[config.mk]
export PLATFORM = sky130hd
export DESIGN_NAME = pipe_hazard_ctrl
export DESIGN_NICKNAME = d
export VERILOG_FILES = /design/src/rtl/pipe_ctrl_pkg.sv /design/src/rtl/lu_hazard_det.sv /design/src/rtl/pipe_hazard_ctrl.sv
export SDC_FILE = /design/constraint.sdc
export NUM_CORES = 1
export LEC_CHECK = 0
export CAP_MARGIN = 5
export CORE_MARGIN = 3
export CORE_UTILIZATION = 25
export CTS_CLUSTER_DIAMETER = 50
export DETAILED_ROUTE_END_ITERATION = 10
export DONT_BUFFER_PORTS = 1
export HOLD_SLACK_MARGIN = 0.05
export PLACE_DENSITY = 0.48
export SYNTH_ARGS = -nofsm -noshare
export SYNTH_HDL_FRONTEND = slang
export SYNTH_SLANG_ARGS = --single-unit
[constraint.sdc]
create_clock -name CLK -period 3.7 [get_ports CLK]
set_clock_uncertainty 0.2 [all_clocks]
set_input_delay 0.74 -clock CLK [delete_from_list [all_inputs] [get_ports CLK]]
set_output_delay 0.74 -clock CLK [all_outputs]
set_load 0.01 [all_outputs]
[src/rtl/pipe_ctrl_pkg.sv]
// Shared types and constants for the pipeline stall/flush controller.
package pipe_ctrl_pkg;

  typedef enum logic [1:0] {S_RUN, S_MULDIV, S_MEMWAIT} ctrl_state_t;

  // Bit positions of the per-register STALL/CLEAR vectors
  localparam int STG_IFID  = 0;
  localparam int STG_IDEX  = 1;
  localparam int STG_EXMEM = 2;
  localparam int STG_MEMWB = 3;
  localparam int NUM_STG   = 4;

  function automatic int cnt_w(input int lat, input int tmo);
    int m;
    m = (lat > tmo) ? lat : tmo;
    return (m < 2) ? 1 : $clog2(m);
  endfunction

endpackage

[src/rtl/lu_hazard_det.sv]
// Load-use hazard compare between the ID instruction's sources and a load in EX.
module lu_hazard_det #(
  parameter int REG_AW = 5
) (
  input  logic [REG_AW-1:0] id_rs1,
  input  logic [REG_AW-1:0] id_rs2,
  input  logic              id_use_rs1,
  input  logic              id_use_rs2,
  input  logic [REG_AW-1:0] ex_rd,
  input  logic              ex_is_load,
  output logic              load_use
);

  logic rd_nz, hit1, hit2;

  // x0 is hardwired to zero, so a load targeting it never blocks a reader
  assign rd_nz    = |ex_rd;
  assign hit1     = id_use_rs1 & (id_rs1 == ex_rd);
  assign hit2     = id_use_rs2 & (id_rs2 == ex_rd);
  assign load_use = ex_is_load & rd_nz & (hit1 | hit2);

endmodule

[src/rtl/pipe_hazard_ctrl.sv]
// Central stall/flush controller: load-use, MUL/DIV occupancy, DMEM wait with
// timeout, and branch/jump redirects, resolved in a fixed priority order.
module pipe_hazard_ctrl
  import pipe_ctrl_pkg::*;
#(
  parameter int MULDIV_LAT  = 8,
  parameter int MEM_TIMEOUT = 255,
  parameter int REG_AW      = 5
) (
  input  logic              CLK,
  input  logic              RST,
  input  logic [REG_AW-1:0] ID_RS1,
  input  logic [REG_AW-1:0] ID_RS2,
  input  logic              ID_USE_RS1,
  input  logic              ID_USE_RS2,
  input  logic [REG_AW-1:0] EX_RD,
  input  logic              EX_IS_LOAD,
  input  logic              EX_IS_MULDIV,
  input  logic              EX_REDIRECT,
  input  logic              MEM_REQ,
  input  logic              DMEM_READY,
  output logic              PC_WE,
  output logic              STALL_IFID,
  output logic              STALL_IDEX,
  output logic              STALL_EXMEM,
  output logic              STALL_MEMWB,
  output logic              CLEAR_IFID,
  output logic              CLEAR_IDEX,
  output logic              CLEAR_EXMEM,
  output logic              CLEAR_MEMWB,
  output logic              BUS_ERR
);

  localparam int CW = cnt_w(MULDIV_LAT, MEM_TIMEOUT);
  localparam logic [CW-1:0] MD_LOAD  = CW'(MULDIV_LAT - 2);
  localparam logic [CW-1:0] TMO_LAST = CW'(MEM_TIMEOUT - 1);

  ctrl_state_t        state, state_nx;
  logic [CW-1:0]      cnt, cnt_nx, wcnt, wcnt_nx;
  logic               ret_md, ret_md_nx, bus_err_nx;
  logic               mem_wait, load_use, in_md, md_hold, pc_we;
  logic [NUM_STG-1:0] stall, clr;

  lu_hazard_det #(.REG_AW(REG_AW)) u_lu (
    .id_rs1     (ID_RS1),
    .id_rs2     (ID_RS2),
    .id_use_rs1 (ID_USE_RS1),
    .id_use_rs2 (ID_USE_RS2),
    .ex_rd      (EX_RD),
    .ex_is_load (EX_IS_LOAD),
    .load_use   (load_use)
  );

  assign mem_wait = MEM_REQ & ~DMEM_READY;
  // While waiting, behave as the state we will return to once DMEM is ready
  assign in_md    = (state == S_MULDIV) | ((state == S_MEMWAIT) & ret_md);
  assign md_hold  = in_md ? (cnt != '0) : EX_IS_MULDIV;

  always_comb begin
    pc_we = 1'b1;
    stall = '0;
    clr   = '0;
    if (mem_wait) begin
      pc_we            = 1'b0;
      stall[STG_IFID]  = 1'b1;
      stall[STG_IDEX]  = 1'b1;
      stall[STG_EXMEM] = 1'b1;
      clr[STG_MEMWB]   = 1'b1;
    end else if (md_hold) begin
      pc_we            = 1'b0;
      stall[STG_IFID]  = 1'b1;
      stall[STG_IDEX]  = 1'b1;
      clr[STG_EXMEM]   = 1'b1;
    end else if (EX_REDIRECT) begin
      clr[STG_IFID]    = 1'b1;
      clr[STG_IDEX]    = 1'b1;
    end else if (load_use) begin
      pc_we            = 1'b0;
      stall[STG_IFID]  = 1'b1;
      clr[STG_IDEX]    = 1'b1;
    end
  end

  always_comb begin
    state_nx   = state;
    cnt_nx     = cnt;
    wcnt_nx    = wcnt;
    ret_md_nx  = ret_md;
    bus_err_nx = 1'b0;
    if (mem_wait) begin
      state_nx = S_MEMWAIT;
      if (state != S_MEMWAIT) ret_md_nx = (state == S_MULDIV);
      // wcnt is always 0 outside S_MEMWAIT, so the entry cycle counts as wait 1
      if (wcnt == TMO_LAST) begin
        bus_err_nx = 1'b1;
        wcnt_nx    = '0;
      end else begin
        wcnt_nx = wcnt + 1'b1;
      end
    end else begin
      wcnt_nx = '0;
      if (in_md) begin
        if (cnt == '0) begin
          state_nx = S_RUN;
        end else begin
          state_nx = S_MULDIV;
          cnt_nx   = cnt - 1'b1;
        end
      end else if (EX_IS_MULDIV) begin
        state_nx = S_MULDIV;
        cnt_nx   = MD_LOAD;
      end else begin
        state_nx = S_RUN;
      end
    end
  end

  always_ff @(posedge CLK or posedge RST) begin
    if (RST) begin
      state   <= S_RUN;
      cnt     <= '0;
      wcnt    <= '0;
      ret_md  <= 1'b0;
      BUS_ERR <= 1'b0;
    end else begin
      state   <= state_nx;
      cnt     <= cnt_nx;
      wcnt    <= wcnt_nx;
      ret_md  <= ret_md_nx;
      BUS_ERR <= bus_err_nx;
    end
  end

  assign PC_WE       = pc_we;
  assign STALL_IFID  = stall[STG_IFID];
  assign STALL_IDEX  = stall[STG_IDEX];
  assign STALL_EXMEM = stall[STG_EXMEM];
  assign STALL_MEMWB = stall[STG_MEMWB];
  assign CLEAR_IFID  = clr[STG_IFID];
  assign CLEAR_IDEX  = clr[STG_IDEX];
  assign CLEAR_EXMEM = clr[STG_EXMEM];
  assign CLEAR_MEMWB = clr[STG_MEMWB];

endmodule

==> impl.org <==
** Finish
- Area used by sequential logic in the layout :: 500 um^2
- Multi-input combinational cell area :: 688 um^2
- After filler insertion, the fill cell instance count of the layout stands at 502.
- Synthesis-to-layout area growth :: 10.5%
- # nets final :: 160
- Proportion of layout cells with a drive suffix above 1 :: 0.0758
- The number of antenna diodes in the final layout is 0.

** Timing
- Setup repair after global routing missed its margin :: false
- Across all hold checks on the routed design, the worst slack comes to 0.308 ns.
- Upper clock frequency limit :: 317 MHz
- The routed design could run at a clock period as short as 3.16 ns.
- Slew of the pin with the lowest slew margin :: 0.772 ns
- Setup violations remaining at the end of the flow were counted as 0.
- Headroom to the max-slew limit came out at 0.485.
- The total count of hold-check failures in the final report came to 0.
- In the finished design, the share of the clock period the worst path needs comes to 0.853.
- Max-slew violation total from the final report :: 0
- After routing, the total negative slack on setup checks comes to 0 ns.

** Logic synthesis
- Top cell type by total area after synthesis :: dfrtp_1
- Number of cells produced by synthesis :: 131
- The most used flip-flop cell after synthesis is dfrtp_1.
- Of all flip-flops after synthesis, the portion carrying an async set or reset was 1.00.
- Counting flops with a built-in enable in the synthesized netlist gives 0.
- In the post-synthesis netlist, the cell with the most instances is dfrtp_1.
- Netlist area before placement :: 1250 um^2
- Seq/Total Area, Yosys :: 0.402
- Synth Register Bits :: 20
- List of most frequent post-synthesis cells :: dfrtp_1, nand2_1, nor2_1, xnor2_1, inv_1
- Number of distinct library cells after synthesis :: 40
- Number of warning messages in the yosys log :: 0
- Main area contributors after synthesis :: dfrtp_1, xnor2_1, xor2_1
- Average cell area after synthesis :: 9.51 um^2
- Share of the synthesized area in the top cell type :: 0.402
- Counting every net in the synthesized netlist gives 158.

** Global route
- Grt total ovfl :: 0
- Met1 Use GR :: 0.0995
- Entering global routing, the biggest net connects 21 pins.
- Wire length of the first global-routing pass :: 4.27 mm
- In the global route stage, overall resource usage came out at 0.0877.
- Routing usage on met3 :: 0.0307
- The number of antenna violations at the first check in global routing was 0.
- The global routing stage identified its most utilized layer as met2.
- Met2 track utilization from global routing :: 0.153
- The number of global-route vias before repair came to 963.

** CTS
- Once the clock tree was built, the setup fixing pass inserted 0 buffers.
- After clock tree synthesis, the clock-pin slew on the worst setup and hold paths is 0.08 ns.
- Inserted Clock Buffers :: 3
- The later pin in the worst-skew pair is clocked with a latency of 0.26 ns.
- CTS built an H-tree with a depth of 1.
- Library cell used as clock root buffer :: clkbuf_8
- After clock tree synthesis, the repair step resized 0 gates.
- CTS Hold Bufs :: 0
- Max Buffers Root-to-Sink :: 2
- Clock tree from TritonCTS :: built
- Clock tree synthesis found a total of 20 sinks.

** Routing
- The routed layout has 954 vias.
- Wires add up to 2.55 mm.
- Dividing the detail-routed via count by the number of cells gives 4.79.
- # DRC :: 0
- First-pass detailed-route iteration total :: 4
- In this run, the number of DRC markers left after iteration 0 of detailed routing was 64.
- Routed Antenna Nets :: 0
- Detailed-route wire length per cell :: 12.8 um

** Critical path
- Maximum cell stage delay along the critical path :: 0.57 ns
- STA classifies the critical path endpoint as an output pin.
- Slowest CP cell :: or4_4
- Ordered cell list for the critical path :: or4_4 -> a2111oi_4 -> buf_4 -> o221ai_2 -> o21ba_1
- Along the worst path, the maximum fanout reaches 11.
- At the worst endpoint, the arrival time is 2.22 ns.
- Tracing the worst setup path back leads to its startpoint at cnt[4]$_DFFE_PP0P_.
- Required time of the critical path :: 2.76 ns
- The critical path in this run is classified as register to output pin.
- Type of origin of the critical path :: register
- The worst register-to-register path begins at cnt[4]$_DFFE_PP0P_.

** Power and ir drop
- Cell leakage power :: 0.576 nW
- The worst-case IR drop observed on VDD is 0.148 mV.
- After layout, the design draws a total of 695 uW.
- In this run the power density over the cells is 505 nW/um^2.

** Placed design
- Detailed placement ended at an HPWL of 1.99 mm.
- Quantity of I/O buffers inserted on ports :: 0
- RD Place Congestion :: 0.825

** Worst hold path
- The path class of the tightest hold or removal check is input port to async pin.

** Die
- The initial utilization of the core area, before any placement, comes to 0.260.
- Num rows :: 25
- Die Y :: 76.6 um
- Die X :: 76.6 um
- The die covers 5870 um^2.
- Core region area :: 4790 um^2
- During I/O placement, the number of pins put on the boundary was 34.

** Run status
- The run finished with clean final reports.

** Run
- Max-cap violations in this run came to 0.
-- area by class of cell --
type | instances | share of cell area
clock buffers | 3 | 0.0300
clock inverters | 1 | 0.0218
inverters | 7 | 0.0191
multi-input cells | 100 | 0.500
flip-flops and latches | 20 | 0.363
well taps | 67 | 0.0609
repair buffers | 1 | 0.00545
-- report_power, final --
group	switching [mW]	internal (mW)	leakage, nW	total, mW
clock	0.0702	0.144	0.0357	0.214
sequential	0.0363	0.255	0.264	0.292
combinational	0.0986	0.0908	0.277	0.189
-- per-layer routing --
layer	vias up	part of all wire
li1	461	-
met4	0	0.011
met5	-	0
met3	4	0.089
met2	40	0.47
met1	449	0.43
-- cells in the final DEF, fill, tap and decap left out, drive strengths merged, types with 2 or more instances in the layout --
cell type	count
a21oi	3
and3	2
clkbuf	3
dfrtp	20
ha	3
inv	7
mux2i	3
nand2	11
nand2b	6
nand3	3
nand4	5
nor2	11
nor2b	2
nor3	4
nor4	2
o21a	2
o21ai	6
o31ai	3
or4	3
xnor2	11
xor2	5
-- path summary, 6_finish.rpt --
check | endpoint | cells past startpoint | slack (ns)
min in group CLK | wcnt[0]$_DFF_PP0_ | 1 | 0.35
setup reg to reg | cnt[1]$_DFFE_PP0P_ | 6 | 1.42
setup / recovery | CLEAR_IDEX | 5 | 0.54
hold reg to reg | wcnt[0]$_DFF_PP0_ | 1 | 0.35
hold / removal | wcnt[3]$_DFF_PP0_ | 1 | 0.31
max in group asynchronous | cnt[0]$_DFFE_PP0P_ | 1 | 2.50
-- metrics by stage --
stage                     area, um^2  instances  setup slack (ns)   util
after floorplan                 1250        131             0.896      -
after detailed placement        1310        195             0.823  0.273
after global routing            1380        199             0.405  0.288
after global placement          1310        195             0.845  0.273
after CTS                       1380        199             0.535  0.288
final                           1380        199             0.543  0.288
-- registers in the layout, indices dropped and copies added (netlist names) --
name and flops:
BUS_ERR 1, cnt 8, ret_md 1, state 2, wcnt 8
-- critical path: cells and delay by family, from the launching register on --
| family | cells | cell delay (ns) |
|---|---|---|
| compound gates | 3 | 0.75 |
| simple gates | 1 | 0.57 |
| flops | 1 | 0.42 |
| buf+inv | 1 | 0.24 |
-- cell families after synthesis --
group | after synthesis | share of synthesized area
AOI/OAI and AO/OA | 22 | 0.145
buffers and inverters | 11 | 0.0462
muxes | 3 | 0.0241
DFF | 20 | 0.402
other | 1 | 0.00301
xor gates and xnor gates | 16 | 0.112
adders and majority gates | 3 | 0.0301
and+or+nand+nor | 55 | 0.238
Note: power is estimated with default switching activity, not from simulation.
